--- src/rtl/ysyx_22050243_alu_issue.sv ---
// ALU issue stage: decodes RV64I integer ALU instructions, selects operands
// and presents a registered {a, b, alu_ctrl, rd} bundle to the ALU.
// A one-entry skid buffer keeps in_ready purely registered while still
// sustaining one bundle per cycle under downstream backpressure.
module ysyx_22050243_alu_issue #(
  parameter int WIDTH = 64
) (
  input  logic             clk,
  input  logic             rst,
  input  logic             in_valid,
  output logic             in_ready,
  input  logic [31:0]      inst,
  input  logic [WIDTH-1:0] pc,
  input  logic [WIDTH-1:0] rs1_data,
  input  logic [WIDTH-1:0] rs2_data,
  input  logic             flush,
  output logic             out_valid,
  input  logic             out_ready,
  output logic [WIDTH-1:0] alu_a,
  output logic [WIDTH-1:0] alu_b,
  output logic [3:0]       alu_ctrl,
  output logic [4:0]       rd,
  output logic             rd_wen,
  output logic             illegal
);

  localparam logic [6:0] OPC_OP        = 7'b0110011;
  localparam logic [6:0] OPC_OP_IMM    = 7'b0010011;
  localparam logic [6:0] OPC_OP_32     = 7'b0111011;
  localparam logic [6:0] OPC_OP_IMM_32 = 7'b0011011;
  localparam logic [6:0] OPC_LUI       = 7'b0110111;
  localparam logic [6:0] OPC_AUIPC     = 7'b0010111;

  localparam logic [6:0] F7_BASE = 7'b0000000;
  localparam logic [6:0] F7_ALT  = 7'b0100000;

  typedef struct packed {
    logic [WIDTH-1:0] a;
    logic [WIDTH-1:0] b;
    logic [3:0]       ctrl;
    logic [4:0]       rd;
    logic             wen;
    logic             ill;
  } bundle_t;

  logic [6:0]       opcode;
  logic [2:0]       funct3;
  logic [6:0]       funct7;
  logic [WIDTH-1:0] i_imm;
  logic [WIDTH-1:0] u_imm;
  logic [WIDTH-1:0] shamt6;
  logic [WIDTH-1:0] shamt5;
  bundle_t          dec;

  // Register-index field of rs1 is resolved upstream; only its data is used here.
  logic unused_rs1_field;
  assign unused_rs1_field = ^inst[19:15];

  assign opcode = inst[6:0];
  assign funct3 = inst[14:12];
  assign funct7 = inst[31:25];
  assign i_imm  = {{(WIDTH-12){inst[31]}}, inst[31:20]};
  assign u_imm  = {{(WIDTH-32){inst[31]}}, inst[31:12], 12'b0};
  assign shamt6 = {{(WIDTH-6){1'b0}}, inst[25:20]};
  assign shamt5 = {{(WIDTH-5){1'b0}}, inst[24:20]};

  // Decode the incoming instruction into an ALU bundle.
  always_comb begin
    dec      = '0;
    dec.a    = rs1_data;
    dec.b    = rs2_data;
    dec.ctrl = 4'b0000;
    dec.ill  = 1'b0;
    unique case (opcode)
      OPC_OP: begin
        if (funct7 == F7_BASE) begin
          dec.ctrl = {1'b0, funct3};
        end else if (funct7 == F7_ALT && funct3 == 3'b000) begin
          dec.ctrl = 4'b1000;
        end else if (funct7 == F7_ALT && funct3 == 3'b101) begin
          dec.ctrl = 4'b1101;
        end else begin
          dec.ill = 1'b1;
        end
      end
      OPC_OP_IMM: begin
        dec.b    = i_imm;
        dec.ctrl = {1'b0, funct3};
        if (funct3 == 3'b001) begin
          dec.b = shamt6;
          if (inst[31:26] != 6'b000000) dec.ill = 1'b1;
        end else if (funct3 == 3'b101) begin
          dec.b = shamt6;
          if (inst[31:26] == 6'b010000)      dec.ctrl = 4'b1101;
          else if (inst[31:26] != 6'b000000) dec.ill  = 1'b1;
        end
      end
      OPC_OP_32: begin
        if (funct3 == 3'b000 && funct7 == F7_BASE)      dec.ctrl = 4'b1001;
        else if (funct3 == 3'b000 && funct7 == F7_ALT)  dec.ctrl = 4'b1010;
        else if (funct3 == 3'b001 && funct7 == F7_BASE) dec.ctrl = 4'b1011;
        else if (funct3 == 3'b101 && funct7 == F7_BASE) dec.ctrl = 4'b1100;
        else if (funct3 == 3'b101 && funct7 == F7_ALT)  dec.ctrl = 4'b1110;
        else                                            dec.ill  = 1'b1;
      end
      OPC_OP_IMM_32: begin
        if (funct3 == 3'b000) begin
          dec.b    = i_imm;
          dec.ctrl = 4'b1001;
        end else begin
          dec.b = shamt5;
          if (funct3 == 3'b001 && funct7 == F7_BASE)      dec.ctrl = 4'b1011;
          else if (funct3 == 3'b101 && funct7 == F7_BASE) dec.ctrl = 4'b1100;
          else if (funct3 == 3'b101 && funct7 == F7_ALT)  dec.ctrl = 4'b1110;
          else                                            dec.ill  = 1'b1;
        end
      end
      OPC_LUI: begin
        dec.a = '0;
        dec.b = u_imm;
      end
      OPC_AUIPC: begin
        dec.a = pc;
        dec.b = u_imm;
      end
      default: dec.ill = 1'b1;
    endcase
    // Illegal bundles still flow, but must not drive the ALU or write back.
    if (dec.ill) dec.ctrl = 4'b0000;
    dec.rd  = inst[11:7];
    dec.wen = ~dec.ill && (inst[11:7] != 5'd0);
  end

  bundle_t out_q, out_d;
  bundle_t skid_q, skid_d;
  logic    out_valid_q, out_valid_d;
  logic    skid_valid_q, skid_valid_d;
  logic    in_xfer;
  logic    out_load;

  assign in_ready = ~skid_valid_q;
  assign in_xfer  = in_valid && ~skid_valid_q;
  assign out_load = ~out_valid_q || out_ready;

  // Next-state for output register and skid entry; flush overrides everything.
  always_comb begin
    out_d        = out_q;
    skid_d       = skid_q;
    out_valid_d  = out_valid_q;
    skid_valid_d = skid_valid_q;
    if (flush) begin
      out_valid_d  = 1'b0;
      skid_valid_d = 1'b0;
    end else if (out_load) begin
      if (skid_valid_q) begin
        out_d        = skid_q;
        out_valid_d  = 1'b1;
        skid_valid_d = 1'b0;
      end else if (in_xfer) begin
        out_d       = dec;
        out_valid_d = 1'b1;
      end else begin
        out_valid_d = 1'b0;
      end
    end else if (in_xfer) begin
      // Output is stalled: park the new bundle so ordering stays FIFO.
      skid_d       = dec;
      skid_valid_d = 1'b1;
    end
  end

  // State registers with asynchronous clear.
  always_ff @(posedge clk or posedge rst) begin
    if (rst) begin
      out_q        <= '0;
      skid_q       <= '0;
      out_valid_q  <= 1'b0;
      skid_valid_q <= 1'b0;
    end else begin
      out_q        <= out_d;
      skid_q       <= skid_d;
      out_valid_q  <= out_valid_d;
      skid_valid_q <= skid_valid_d;
    end
  end

  assign out_valid = out_valid_q;
  assign alu_a     = out_q.a;
  assign alu_b     = out_q.b;
  assign alu_ctrl  = out_q.ctrl;
  assign rd        = out_q.rd;
  assign rd_wen    = out_q.wen;
  assign illegal   = out_q.ill;

endmodule

--- config.mk ---
export PLATFORM = sky130hd
export DESIGN_NAME = ysyx_22050243_alu_issue
export DESIGN_NICKNAME = d
export VERILOG_FILES = /design/src/rtl/ysyx_22050243_alu_issue.sv
export SDC_FILE = /design/constraint.sdc
export NUM_CORES = 1
export LEC_CHECK = 0
export ABC_CLOCK_PERIOD_IN_PS = 11550
export CORE_MARGIN = 2
export CORE_UTILIZATION = 35
export CTS_CLUSTER_DIAMETER = 40
export DETAILED_ROUTE_END_ITERATION = 8
export SLEW_MARGIN = 0
export SYNTH_ARGS = -nofsm -noshare
export SYNTH_HDL_FRONTEND = slang
export SYNTH_SLANG_ARGS = --single-unit
export TNS_END_PERCENT = 20
--- constraint.sdc ---
create_clock -name clk -period 11.55 [get_ports clk]
set_clock_uncertainty 0.2 [all_clocks]
set_input_delay 1.7325 -clock clk [delete_from_list [all_inputs] [get_ports clk]]
set_output_delay 1.7325 -clock clk [all_outputs]
set_load 0.01 [all_outputs]
==> qor.csv <==
metric,value,unit
Root Driver,clkbuf_16,
syn_nets,1733,
relative slew slack,18.6,%
# hold bufs at CTS,0,
# IOs,370,
setup TNS,0,ps
Chip Height,199,µm
Clk pwr share,44.6,%
"Design Area, Final",19000,µm²
Pleak,7.87,nW
status,completed,
Startpoint Class,flop,
WL/cell,18.1,µm
VDD IR-drop max,0.000110,V
"Seq/Total Area, Yosys",52.6,%
fin util,50.6,%
RSZ-0062 raised after global routing,no,
DRC viols,0,
total die area,39600,µm²
Worst-Skew Late Latency,550,ps
Seq pwr share,37.9,%
Post-Synthesis Cells,1504,
Area after DPL,17300,µm²
Hold Crit Class,reg -> reg,
CP Data Required Time,9620,ps
Net Sw Frac,26.6,%
NetSw,0.896,mW
die width,199,µm
max-cap viol count,0,
Power Dens Cells,177,nW/µm²
Tot GR Track Use,21.4,%
Final Power,3.37,mW
vias in the first global route,12010,
fin nets,2034,
gpl congestion,0.827,
Unique masters post-synth,40,
P_int,2.48,mW
fin crit period,4770,ps
Worst Max-Slew Pin Slew,1220,ps
placed cell count,2265,
global-route wire length before repair,67000,µm
CTS resizes,0,
Post-Syn Area,13300,µm²
Post-DP HPWL,27000,µm
drt first pass iters,5,
Final Hold Violating Endpoints,0,
Post-CTS Setup Bufs,0,
crit-path max cell delay,850,ps
worst setup margin,6780,ps
Starting Density,35.4,%
Critical Path AT,2830,ps
fin crit share,41.3,%
Area Growth Syn to Fin,42.9,%
H-tree levels,2,
WS Path Type,reg -> out,
max-slew violations,0,
"leading cell types in the layout, fill and taps excluded","clkdlybuf4s50_1, dfrtp_1, nand2_1, nor2_1, a21oi_1",
Post-synth EDFFs,0,
Clock Pin Slew Worst Setup and Hold Paths,50,ps
# setup viols final,0,
total number of vias,12038,
area of the core,37600,µm²
Synth Flop Type,dfrtp_1,
largest net degree at the start of global routing,171,
Routed WL,42700,µm
Worst path slowest cell,dfrtp_4,
fraction of layout cells with a size suffix above 1,6.56,%
FP Rows,71,
final non-filler cell total,2356,
"most common cell after layout, fill and taps aside",clkdlybuf4s50_1,
Sink Count,280,
CTS tree,built,
CP cell instances,inv_2 -> buf_4 -> clkdlybuf4s50_1,
vias per inst,5.11,
CTS buffer count,49,
Post-synth ARST share,100,%
Iteration-0 DRC Markers,565,
Peak Freq,210,MHz
CTS max path bufs,3,
hold_ws,274,ps
initial antenna violation count,3,
crit path capture type,output port,
synthesis-stage register bit count,280,
Yosys Warn Count,0,
CP max FO,97,
combinational share of power,17.5,%
pre-CTS setup slack,6230,ps
Port Buf Inserts,369,
total gr overflow,0,
Mean Syn Cell Area,8.85,µm²
layout filler cell count,3571,
ANT nets after route,0,
cell usage after synthesis, drive strengths merged (3+ instances only):
cell     instances  area share, %
nor4             9           0.42
nor3             9           0.34
dfrtp          280             53
nor2           155            4.4
o21ai          236            8.9
a2111oi         40            2.8
nor2b           64            3.0
mux2             6           0.51
mux2i           70            5.3
nand2          238            6.7
and3            24            1.1
inv              9           0.25
a22oi            6           0.34
buf             20           0.62
and2             5           0.23
clkbuf         111            3.1
a31oi            7           0.33
a21oi          149            5.6
nand2b           5           0.23
nand3            3           0.11
or3             36            1.7
area by class of cell:
cell class / instances / area [µm²] / area share [%]
sequential: 280 / 7010 / 36.8
tap: 511 / 639 / 3.36
clock inverter: 26 / 297 / 1.56
clock buffer: 64 / 1450 / 7.60
antenna: 1 / 2.50 / 0.0132
timing repair buffer: 381 / 3790 / 19.9
inverter: 9 / 41.3 / 0.217
multi-input combinational: 1084 / 5800 / 30.5
layer usage:
metal | up-vias | GRT usage (%) | routed length [µm]
li1 | 5819 | - | -
met1 | 5754 | 28.2 | 18700
met2 | 375 | 34.1 | 19700
met3 | 86 | 5.14 | 2910
met4 | 4 | 8.04 | 1380
met5 | - | 0 | 24
worst max-delay path: cells and delay by family (launching register included):
kind | cells | cell delay (ps)
flip-flops | 1 | 850
buffers and inverters | 3 | 1380
path summary, 6_finish.rpt:
check                              from           to  slack (ps)  cells after the start
setup / recovery           skid_valid_q     in_ready        6780                      3
max in group asynchronous           rst  skid_q[135]        8130                      3
min in group asynchronous           rst    alu_a[12]        1520                      2
setup reg to reg           skid_valid_q     alu_b[4]        7590                      6
hold / removal                 alu_a[0]     alu_a[0]         270                      2
hold reg to reg                alu_a[0]     alu_a[0]         270                      2
kinds of logic after synthesis:
| logic type | synth area share [%] |
|---|---|
| AND/OR/NAND/NOR | 18.8 |
| AO/OA/AOI/OAI | 18.7 |
| flip-flops | 52.6 |
| buffers and inverters | 4.00 |
| multiplexers | 5.77 |
| XOR/XNOR | 0.0658 |
power by group through the flow:
stage | Clock (mW) | Sequential, mW | Combinational (mW)
detailed placement | 0 | 1.29 | 0.598
floorplan | 0 | 1.31 | 0.240
global route | 1.58 | 1.30 | 0.659
CTS | 1.53 | 1.28 | 0.601
global placement | 0 | 1.29 | 0.587
finish | 1.50 | 1.28 | 0.591
registers in the layout, indices dropped and copies added, names as in the netlist:
signal        cells
alu_b            64
alu_a            64
rd                5
rd_wen            1
skid_valid_q      1
alu_ctrl          4
skid_q          139
illegal           1
out_valid         1
No activity file was read; power rests on OpenSTA's default activity.
